**config.mk**
```make
export PLATFORM = sky130hd
export DESIGN_NAME = stream_out_capture
export DESIGN_NICKNAME = d
export VERILOG_FILES = /design/src/rtl/stream_out_capture.sv
export SDC_FILE = /design/constraint.sdc
export NUM_CORES = 1
export LEC_CHECK = 0
export CAP_MARGIN = 40
export CORE_MARGIN = 5
export CORE_UTILIZATION = 50
export CTS_CLUSTER_DIAMETER = 100
export DETAILED_ROUTE_END_ITERATION = 7
export PLACE_DENSITY = 0.77
export SYNTH_ARGS = -nofsm -noshare
export SYNTH_HDL_FRONTEND = slang
export SYNTH_SLANG_ARGS = --single-unit
export TNS_END_PERCENT = 10
```
**constraint.sdc**
```tcl
create_clock -name Clk -period 2.9 [get_ports Clk]
set_clock_uncertainty 0.05 [all_clocks]
set_input_delay 0.58 -clock Clk [delete_from_list [all_inputs] [get_ports Clk]]
set_output_delay 0.58 -clock Clk [all_outputs]
set_load 0.005 [all_outputs]
```
**src/rtl/stream_out_capture.sv**
```systemverilog
// Converts the raster pixel stream into registered (X, Y, Data) records with frame geometry checks.
// Latency: 1 cycle from accepted pixel to ValidOut; STREAM_OUT_THRESH_EN binarises DataOut against ThreshIn.
// Backpressure: none; every valid pixel is consumed, non-frame pixels are dropped while idle.
module stream_out_capture #(
    parameter int DATA_W  = 8,
    parameter int COORD_W = 8,
    parameter int EXP_W   = 128,
    parameter int EXP_H   = 128,
    parameter int FCNT_W  = 16
) (
    input  logic                Clk,
    input  logic                nReset,
    input  logic [DATA_W-1:0]   PixelIn,
    input  logic                ValidIn,
    input  logic                FrameIn,
    input  logic                LineIn,
`ifdef STREAM_OUT_THRESH_EN
    input  logic [DATA_W-1:0]   ThreshIn,
`endif
    output logic [DATA_W-1:0]   DataOut,
    output logic [COORD_W-1:0]  XOut,
    output logic [COORD_W-1:0]  YOut,
    output logic                ValidOut,
    output logic                FrameDone,
    output logic [COORD_W-1:0]  MeasWidth,
    output logic [COORD_W-1:0]  MeasHeight,
    output logic [FCNT_W-1:0]   FrameCount,
    output logic                ErrLine,
    output logic                ErrFrame,
    output logic                CoordOvf
);

    typedef enum logic {IDLE, ACTIVE} state_t;

    localparam logic [COORD_W-1:0] CMAX   = '1;
    localparam logic [31:0]        EXP_WU = 32'(EXP_W);
    localparam logic [31:0]        EXP_HU = 32'(EXP_H);

    state_t               state, stateNext;
    logic [COORD_W-1:0]   xCnt, yCnt, xNext, yNext;
    logic                 accept, closeLine, closeFrame, ovfSet;
    logic [COORD_W:0]     lineLen, frameLen;
    logic [DATA_W-1:0]    dataNext;

    // A saturated counter reports all-ones rather than wrapping to 2^COORD_W.
    assign lineLen  = (xCnt == CMAX) ? {1'b0, CMAX} : {1'b0, xCnt} + 1'b1;
    assign frameLen = (yCnt == CMAX) ? {1'b0, CMAX} : {1'b0, yCnt} + 1'b1;

`ifdef STREAM_OUT_THRESH_EN
    assign dataNext = (PixelIn >= ThreshIn) ? '1 : '0;
`else
    assign dataNext = PixelIn;
`endif

    always_ff @(posedge Clk or negedge nReset) begin
        if (!nReset) begin
            state <= IDLE;
        end else begin
            state <= stateNext;
        end
    end

    always_comb begin
        stateNext  = state;
        xNext      = xCnt;
        yNext      = yCnt;
        accept     = 1'b0;
        closeLine  = 1'b0;
        closeFrame = 1'b0;
        ovfSet     = 1'b0;
        if (ValidIn) begin
            case (state)
                IDLE: begin
                    if (FrameIn) begin
                        stateNext = ACTIVE;
                        accept    = 1'b1;
                        xNext     = '0;
                        yNext     = '0;
                    end
                end
                ACTIVE: begin
                    accept = 1'b1;
                    if (FrameIn) begin
                        closeLine  = 1'b1;
                        closeFrame = 1'b1;
                        xNext      = '0;
                        yNext      = '0;
                    end else if (LineIn) begin
                        closeLine = 1'b1;
                        xNext     = '0;
                        if (yCnt != CMAX) yNext = yCnt + 1'b1;
                        ovfSet    = (yNext == CMAX);
                    end else begin
                        if (xCnt != CMAX) xNext = xCnt + 1'b1;
                        ovfSet = (xNext == CMAX);
                    end
                end
                default: stateNext = IDLE;
            endcase
        end
    end

    always_ff @(posedge Clk or negedge nReset) begin
        if (!nReset) begin
            xCnt       <= '0;
            yCnt       <= '0;
            DataOut    <= '0;
            XOut       <= '0;
            YOut       <= '0;
            ValidOut   <= 1'b0;
            FrameDone  <= 1'b0;
            MeasWidth  <= '0;
            MeasHeight <= '0;
            FrameCount <= '0;
            ErrLine    <= 1'b0;
            ErrFrame   <= 1'b0;
            CoordOvf   <= 1'b0;
        end else begin
            xCnt      <= xNext;
            yCnt      <= yNext;
            ValidOut  <= accept;
            FrameDone <= closeFrame;
            ErrLine   <= closeLine && (32'(lineLen) != EXP_WU);
            ErrFrame  <= closeFrame && (32'(frameLen) != EXP_HU);
            if (accept) begin
                DataOut <= dataNext;
                XOut    <= xNext;
                YOut    <= yNext;
            end
            if (closeFrame) begin
                MeasWidth  <= lineLen[COORD_W-1:0];
                MeasHeight <= frameLen[COORD_W-1:0];
                FrameCount <= FrameCount + 1'b1;
            end
            // The opening pixel of a frame clears the sticky overflow.
            if (accept && FrameIn) begin
                CoordOvf <= 1'b0;
            end else if (ovfSet) begin
                CoordOvf <= 1'b1;
            end
        end
    end

endmodule

```
==> results.toml, run 1 <==
[setup_path]
arrival_ns = 2.89
crit_top_cell = "ha_1"
rr_startpoint = "yCnt[0]"
rrSetupSlack_ns = 0.21
critPathKind = "reg2reg"
slowest_delay_ns = 0.50
crit_fanout = 10
reg2reg_depth = 9
critPathLaunchType = "flip-flop"
cp_cell_sequence = "ha_1 -> nand3_1 -> nor2_2 -> inv_1 -> ha_1 -> nand4_1 -> o21bai_1 -> o32a_1 -> o41ai_2"
r2r-end = "CoordOvf"
slowest_stage = "dfrtp_1"
critPathBufInv = 1
crit_family = "adder cells"
crit_required_ns = 3.10
crit_path_end_kind = "flip-flop"

[grt]
grt_max_degree = 44
antenna_found_initial = 0
overflow = 0
grt_pass1_vias = 3064
track_usage_pct = 19.6
grt_pass1_wl_um = 15400

[floorplan]
die_area_mm2 = 0.00960
io_pins = 74
fp.dieW_um = 98.0
core_area_mm2 = 0.00765
fp.dieH_um = 98.0
start_util_pct = 50.6
rows = 32

[synthesis]
ys.flop_type = "dfrtp_1"
synth.avg_cell_area_um2 = 9.72
syn_nets = 416
synth_seq_cells = 78
synth_compound_area_share_pct = 15.7
yosys_warnings = 0
yosysTopAreaCellShare_pct = 50.5
synthSimpleGateAreaFrac_pct = 19.4
synth_xor_xnor_area_share_pct = 4.98
synthCells = 398
syn_area_mm2 = 0.00387
yosys-mux-area-fraction_pct = 2.26
synth_top_cells_by_area = "dfrtp_1 (50%), nand2_1 (7.6%), xnor2_1 (3.6%)"
ys_seq_area_share_pct = 50.5
async_reset_ff_share_pct = 100
synth_cell_types = 60
synth_commonest_cells = "dfrtp_1 (78), nand2_1 (78), o21ai_0 (23)"
synth_edf_count = 0
synth_top_family_by_area = "simple AND/OR/NAND/NOR gates"
synthAdderAreaFrac_pct = 1.62
synth_top_cell_by_area = "dfrtp_1"

[detailed_routing]
vias_per_cell = 5.36
first_pass_iters = 5
vias = 3089
wl_um = 8960
drc_errors = 0
final_antenna_net_count = 0
wire_per_inst_um = 15.6
drt_iter0_drc = 314

[place]
hpwlAfterDp_um = 6440
portBuffers = 73
gp_congestion = 0.908
dp_cells = 560

[timing]
worstMarginPinSlew_ns = 0.570
slew_headroom_pct = 60.9
finalSetupTns_ns = 0
fin_crit_ns = 2.69
post-route-period-util_pct = 92.9
setup_viol_count_final = 0
max_freq_ghz = 0.371
hold_violations = 0
slew_viol_final = 0
rsz0062_at_grt = "no"

[status]
outcome = "finished clean"

[layout]
drive_gt1_share_pct = 9.92
area_delta_synth_final_pct = 24.6
stdcell_count = 576
nets = 487
antennaDiodeCount = 0
seqCellArea_mm2 = 0.00195
multiInputGateArea_mm2 = 0.00170
final.fill_count = 659

[power]
peakVddDrop_mv = 0.229
leakage_nw = 2.17
power_density_mw_per_mm2 = 508
p_total_mw = 2.45

[clock_network]
clk_pin_slew_worst_paths_ns = 0.08
numCtsBuffers = 9
cts_tree = "yes"
clock_latency_ns = 0.35
root_buffer = "clkbuf_8"
cts.htree.levels = 3
clk_path_buf_depth = 2
cts-resized-gates = 0
postCtsSetupRepairBufs = 0
cts_hold_buf = 0
clkSinkCount = 78

[job]
max_cap_viol_count = 0

[min_path]
hold_class = "in2async"
report_power, final:
part	internal, mW	switching (mW)	leakage (nW)
Sequential	1.18	0.0962	1.03
Clock	0.332	0.397	0.0776
Combinational	0.252	0.195	1.07
kinds of logic (layout without fill, tap and decap cells):
group / count (synthesis) / after routing
flip-flops: 78 / 78
XOR/XNOR: 22 / 22
AND/OR/NAND/NOR: 157 / 157
multiplexers: 8 / 8
AO/OA/AOI/OAI: 92 / 92
buffers and inverters: 36 / 112
adder cells (fa/ha/maj): 5 / 5
worst max path at each step:
stage	from	to	slack, ns	cells after the start
finish	yCnt[0]	CoordOvf	0.21	9
global route	yCnt[0]	CoordOvf	0.03	9
CTS	yCnt[0]	CoordOvf	0.26	9
detailed placement	yCnt[0]	CoordOvf	0.29	9
global placement	yCnt[0]	CoordOvf	0.46	9
floorplan	yCnt[0]	CoordOvf	0.61	10
registers in the layout, indices dropped and copies added (netlist names):
signal,cells
ValidOut,1
yCnt,8
MeasWidth,8
FrameDone,1
ErrFrame,1
CoordOvf,1
xCnt,8
MeasHeight,8
state,1
XOut,8
ErrLine,1
DataOut,8
YOut,8
FrameCount,16
final cells by class:
| type | count | area share, % |
|---|---|---|
| Sequential cell | 78 | 40.5 |
| Tap cell | 102 | 2.65 |
| Timing Repair Buffer | 83 | 16.9 |
| Clock buffer | 11 | 2.93 |
| Inverter | 13 | 1.01 |
| Clock inverter | 5 | 0.727 |
| Multi-Input combinational cell | 284 | 35.3 |
worst register-to-register path, cell delays in order (launching register included):
cell	delay, ns
dfrtp_1	0.50
ha_1	0.42
nand3_1	0.17
nor2_2	0.24
inv_1	0.16
ha_1	0.33
nand4_1	0.09
o21bai_1	0.17
o32a_1	0.29
o41ai_2	0.19
per-stage QoR:
step	utilization (%)	hold slack (ns)	instance area (µm²)	setup WS, ns
after CTS	63.0	0.130	4820	0.263
after global routing	63.0	0.158	4820	0.0308
after detailed placement	60.7	0.415	4640	0.291
after floorplan	-	0.234	3870	0.607
after global placement	60.5	0.406	4620	0.457
final	63.0	0.122	4820	0.206
cells in the final DEF (no fill, tap or decap), types with 5 or more instances in the layout:
cell and count:
xnor2_1 16, ha_1 5, dfrtp_1 78, a31oi_1 10, xor2_1 6, nand2_1 78
nand4_1 5, a21o_1 8, inv_1 11, and3_1 7, clkbuf_8 10, buf_4 10
a22o_1 8, o21ai_0 23, nor2_1 22, nand3_1 15, clkdlybuf4s50_1 72, nand2b_1 7
mux2i_1 5, a21oi_1 18
metal layers:
layer	vias up	routed length [µm]	GRT usage [%]
met2	98	4060	29.2
met5	-	0	0
li1	1526	-	-
met3	12	674	5.36
met4	0	122	5.96
met1	1453	4110	28.2
Power figures use the tool's default switching activity.
==> run 2, diff against run 1 <==
--- a/config.mk
+++ b/config.mk
@@ -6,7 +6,6 @@
 export NUM_CORES = 1
 export LEC_CHECK = 0
 export CAP_MARGIN = 40
-export CORE_MARGIN = 5
 export CORE_UTILIZATION = 50
 export CTS_CLUSTER_DIAMETER = 100
 export DETAILED_ROUTE_END_ITERATION = 7
==> run 2 against run 1 <==
Power increased by 7.3%. Clock power increased by 25%. Die area decreased by 16%. Cell area increased by 1.0%. Global-route usage increased by 4.1 points. Sequential cell count unchanged. Sequential share of layout area decreased by 0.41 points. Cell count decreased by 0.52%. Combinational power about the same. Core utilization increased by 3.0 points. Fmax increased by 1.0%. Worst setup slack improved by 0.028 ns. Critical path type unchanged. Largest power group unchanged.
==> results.toml, run 2 (synthesis gave the netlist of run 1 again) <==
[setup_path]
crit_path_end_kind = "flip-flop"
cp_cell_sequence = "ha_1 -> nand3_1 -> nor2_2 -> inv_1 -> ha_1 -> nand4_1 -> o21bai_1 -> o32a_1 -> o41ai_2"
slowest_stage = "dfrtp_1"
crit_top_cell = "ha_1"
reg2reg_depth = 9
endpoint = "CoordOvf"
rrSetupSlack_ns = 0.23
cp_num_cells = 9
rr_startpoint = "yCnt[0]"
arrival_ns = 2.86
r2r-end = "CoordOvf"
critPathKind = "reg2reg"
critPathBufInv = 1
slowest_delay_ns = 0.49
critPathLaunchType = "flip-flop"
setup.worst_path.start = "yCnt[0]"
crit_family = "adder cells"
crit_required_ns = 3.10
crit_fanout = 10

[clock_network]
cts_tree = "yes"
numCtsBuffers = 9
cts-resized-gates = 0
clkSinkCount = 78
clock_latency_ns = 0.36
clk_path_buf_depth = 2
cts_hold_buf = 0
postCtsSetupRepairBufs = 0
clk_pin_slew_worst_paths_ns = 0.09
root_buffer = "clkbuf_8"
cts.htree.levels = 3

[timing]
setup_viol_count_final = 0
finalSetupTns_ns = 0
rsz0062_at_grt = "no"
max_freq_ghz = 0.375
hold_violations = 0
layout_setup_ws_ns = 0.233
fin_crit_ns = 2.67
slew_headroom_pct = 58.1
post-route-period-util_pct = 92.0
worstMarginPinSlew_ns = 0.611
slew_viol_final = 0

[layout]
final_cell_mix = "dfrtp_1 (78), nand2_1 (78), clkdlybuf4s50_1 (72)"
drive_gt1_share_pct = 10.1
final_core_util_pct = 66.1
stdcell_count = 573
antennaDiodeCount = 0
regMostFlops = "FrameCount"
largest_register_ffs = 16
nets = 487
seqCellArea_mm2 = 0.00195
area_delta_synth_final_pct = 25.9
final.fill_count = 602
multiInputGateArea_mm2 = 0.00170

[detailed_routing]
wl_um = 8900
drc_errors = 0
vias_per_cell = 5.64
vias = 3234
wire_per_inst_um = 15.5
first_pass_iters = 5
drt_iter0_drc = 222
final_antenna_net_count = 0

[place]
gp_congestion = 0.867
portBuffers = 73
dp_cells = 557
hpwlAfterDp_um = 6110
pre_cts_slack_ns = 0.309

[power]
swShare_pct = 27.1
p_switching_uw = 712
p_int_mw = 1.92
power_density_mw_per_mm2 = 540
pwr-share-comb_pct = 16.9
leakage_nw = 2.21
p_total_mw = 2.63
seq_power_share_pct = 48.4
peakVddDrop_mv = 0.298
clock_power_share_pct = 34.7

[grt]
grt_pass1_wl_um = 15400
track_usage_pct = 23.7
grt_max_degree = 63
overflow = 0
grt_pass1_vias = 3093
antenna_found_initial = 0

[job]
max_cap_viol_count = 0

[floorplan]
core_area_mm2 = 0.00737
rows = 31
die_area_mm2 = 0.00809
fp.dieH_um = 90.0
fp.dieW_um = 90.0
start_util_pct = 52.5
io_pins = 74

[min_path]
hold_class = "in2async"

[status]
outcome = "finished clean"
==> run 2: final cells by class <==
cell class / count / share of cell area, %
clock buffers: 9 / 2.54
clock inverters: 7 / 2.00
inverters: 13 / 1.00
multi-input cells: 284 / 34.9
flip-flops and latches: 78 / 40.1
well taps: 99 / 2.54
repair buffers: 83 / 16.9
==> run 2: worst min path at each step <==
stage                          start      endpoint  slack, ns  cells past startpoint
after detailed placement  DataOut[2]    DataOut[2]       0.41                      2
after CTS                     nReset  MeasWidth[6]       0.03                      1
after global routing          nReset  MeasWidth[6]       0.04                      1
after floorplan               nReset      CoordOvf       0.23                      0
after global placement    DataOut[2]    DataOut[2]       0.41                      2
final                         nReset  MeasWidth[6]       0.03                      1
==> run 2: metal layers <==
layer,vias to the layer above,share of wire (%),global-route usage (%)
met5,-,0,0
met3,19,6.6,5.84
li1,1523,-,-
met2,142,45,35.7
met1,1550,47,34.0
met4,0,1.7,7.26
==> run 2: worst reg2reg max path, cell delays in order (launching register included) <==
cell and delay [ns]:
dfrtp_1 0.49, ha_1 0.41, nand3_1 0.16, nor2_2 0.21
inv_1 0.15, ha_1 0.33, nand4_1 0.09, o21bai_1 0.16
o32a_1 0.29, o41ai_2 0.21
==> run 2: power by group through the flow <==
stage / registers [mW] / logic (mW) / clock network [mW]
final: 1.27 / 0.444 / 0.912
after global routing: 1.29 / 0.492 / 0.975
after CTS: 1.27 / 0.448 / 0.921
after detailed placement: 1.29 / 0.444 / 0
after global placement: 1.29 / 0.433 / 0
after floorplan: 1.28 / 0.186 / 0
==> run 2: metrics by stage <==
stage	instance area, µm²	hold slack, ns
global route	4870	0.0380
finish	4870	0.0279
floorplan	3870	0.234
global placement	4620	0.407
detailed placement	4650	0.412
CTS	4870	0.0288
==> run 3, diff against run 2 <==
--- a/config.mk
+++ b/config.mk
@@ -9,7 +9,7 @@
 export CORE_UTILIZATION = 50
 export CTS_CLUSTER_DIAMETER = 100
 export DETAILED_ROUTE_END_ITERATION = 7
-export PLACE_DENSITY = 0.77
+export PLACE_DENSITY = 0.83
 export SYNTH_ARGS = -nofsm -noshare
 export SYNTH_HDL_FRONTEND = slang
 export SYNTH_SLANG_ARGS = --single-unit
==> run 3 against run 2 <==
Via count decreased by 0.37%. Non-clock buffer count unchanged. Core utilization is 0.29 points lower. Critical path type unchanged. Largest power group unchanged.
==> results.toml, run 3 (synthesis gave the netlist of run 1 again) <==
[floorplan]
start_util_pct = 52.5
fp.dieH_um = 90.0
rows = 31
fp.dieW_um = 90.0
core_area_mm2 = 0.00737
io_pins = 74
die_area_mm2 = 0.00809

[layout]
area_delta_synth_final_pct = 25.3
final_cell_mix = "dfrtp_1 (78), nand2_1 (78), clkdlybuf4s50_1 (72)"
largest_register_ffs = 16
seqCellArea_mm2 = 0.00195
drive_gt1_share_pct = 9.92
regMostFlops = "FrameCount"
final.fill_count = 595
final_core_util_pct = 65.8
antennaDiodeCount = 0
multiInputGateArea_mm2 = 0.00170
nets = 487

[detailed_routing]
wl_um = 8760
vias_per_cell = 5.62
drt_iter0_drc = 281
drc_errors = 0
first_pass_iters = 6
final_antenna_net_count = 0
wire_per_inst_um = 15.3
vias = 3222

[setup_path]
setup.worst_path.start = "yCnt[0]"
crit_required_ns = 3.10
endpoint = "CoordOvf"
reg2reg_depth = 9
r2r-end = "CoordOvf"
crit_fanout = 10
crit_path_end_kind = "flip-flop"
rr_startpoint = "yCnt[0]"
critPathKind = "reg2reg"
arrival_ns = 2.83
rrSetupSlack_ns = 0.26
critPathLaunchType = "flip-flop"

[power]
p_switching_uw = 679
p_int_mw = 1.85
pwr-share-comb_pct = 17.6
peakVddDrop_mv = 0.362
swShare_pct = 26.8
power_density_mw_per_mm2 = 522
seq_power_share_pct = 50.3
clock_power_share_pct = 32.1
leakage_nw = 2.20

[timing]
worstMarginPinSlew_ns = 0.580
max_freq_ghz = 0.379
finalSetupTns_ns = 0
slew_viol_final = 0
layout_setup_ws_ns = 0.261
setup_viol_count_final = 0
rsz0062_at_grt = "no"
post-route-period-util_pct = 91.0
hold_violations = 0
slew_headroom_pct = 60.2
fin_crit_ns = 2.64

[clock_network]
clk_path_buf_depth = 2
clkSinkCount = 78
postCtsSetupRepairBufs = 0
root_buffer = "clkbuf_8"
cts_tree = "yes"
cts_hold_buf = 0
clock_latency_ns = 0.35
clk_pin_slew_worst_paths_ns = 0.08
cts.htree.levels = 3
numCtsBuffers = 9
cts-resized-gates = 0

[status]
outcome = "finished clean"

[grt]
track_usage_pct = 22.7
grt_pass1_wl_um = 14700
antenna_found_initial = 0
overflow = 0
grt_pass1_vias = 2958
grt_max_degree = 59

[place]
hpwlAfterDp_um = 6370
gp_congestion = 0.904
portBuffers = 73
pre_cts_slack_ns = 0.263

[job]
max_cap_viol_count = 0

[min_path]
hold_class = "in2async"
[run 3: how the worst min path moves through the flow]
stage	startpoint	to	slack (ns)	cells past startpoint
4_1_cts	nReset	MeasWidth[4]	0.06	1
3_3_place_gp	FrameCount[15]	FrameCount[15]	0.41	1
5_1_grt	nReset	MeasWidth[4]	0.07	1
3_5_place_dp	XOut[1]	XOut[1]	0.42	1
6_report	nReset	FrameDone	0.06	1
2_1_floorplan	nReset	CoordOvf	0.23	0
[run 3: layout make-up]
class | instances | area share (%)
tap | 99 | 2.55
clock inverter | 5 | 1.21
sequential | 78 | 40.3
clock buffer | 11 | 2.92
multi-input combinational | 284 | 35.1
inverter | 13 | 1.01
timing repair buffer | 83 | 17.0
[run 3: through the flow]
step	hold slack (ns)	power (mW)	cell area, µm²	instances
after detailed placement	0.415	1.74	4650	557
final	0.0609	2.53	4850	573
after global routing	0.0682	2.66	4850	573
after CTS	0.0552	2.55	4850	573
after global placement	0.408	1.72	4620	556
after floorplan	0.234	1.47	3870	398
[run 3: metal layers]
| metal | vias to the layer above | GRT usage, % | share of wire [%] |
|---|---|---|---|
| met2 | 115 | 35.1 | 46 |
| li1 | 1524 | - | - |
| met4 | 0 | 7.80 | 1.2 |
| met3 | 11 | 5.16 | 6.4 |
| met1 | 1572 | 31.7 | 46 |
| met5 | - | 0 | 0 |
[run 3: power groups by stage]
stage / Clock (mW) / Combinational [mW] / Sequential (mW)
CTS: 0.829 / 0.451 / 1.27
finish: 0.812 / 0.445 / 1.27
global placement: 0 / 0.432 / 1.29
detailed placement: 0 / 0.447 / 1.30
global route: 0.874 / 0.489 / 1.29
floorplan: 0 / 0.186 / 1.28
[run 3: critical path: stages, from the launching register on]
cell      delay [ns]
dfrtp_1         0.48
ha_1            0.40
nand3_1         0.16
nor2_2          0.21
inv_1           0.15
ha_1            0.33
nand4_1         0.09
o21bai_1        0.17
o32a_1          0.30
o41ai_2         0.20
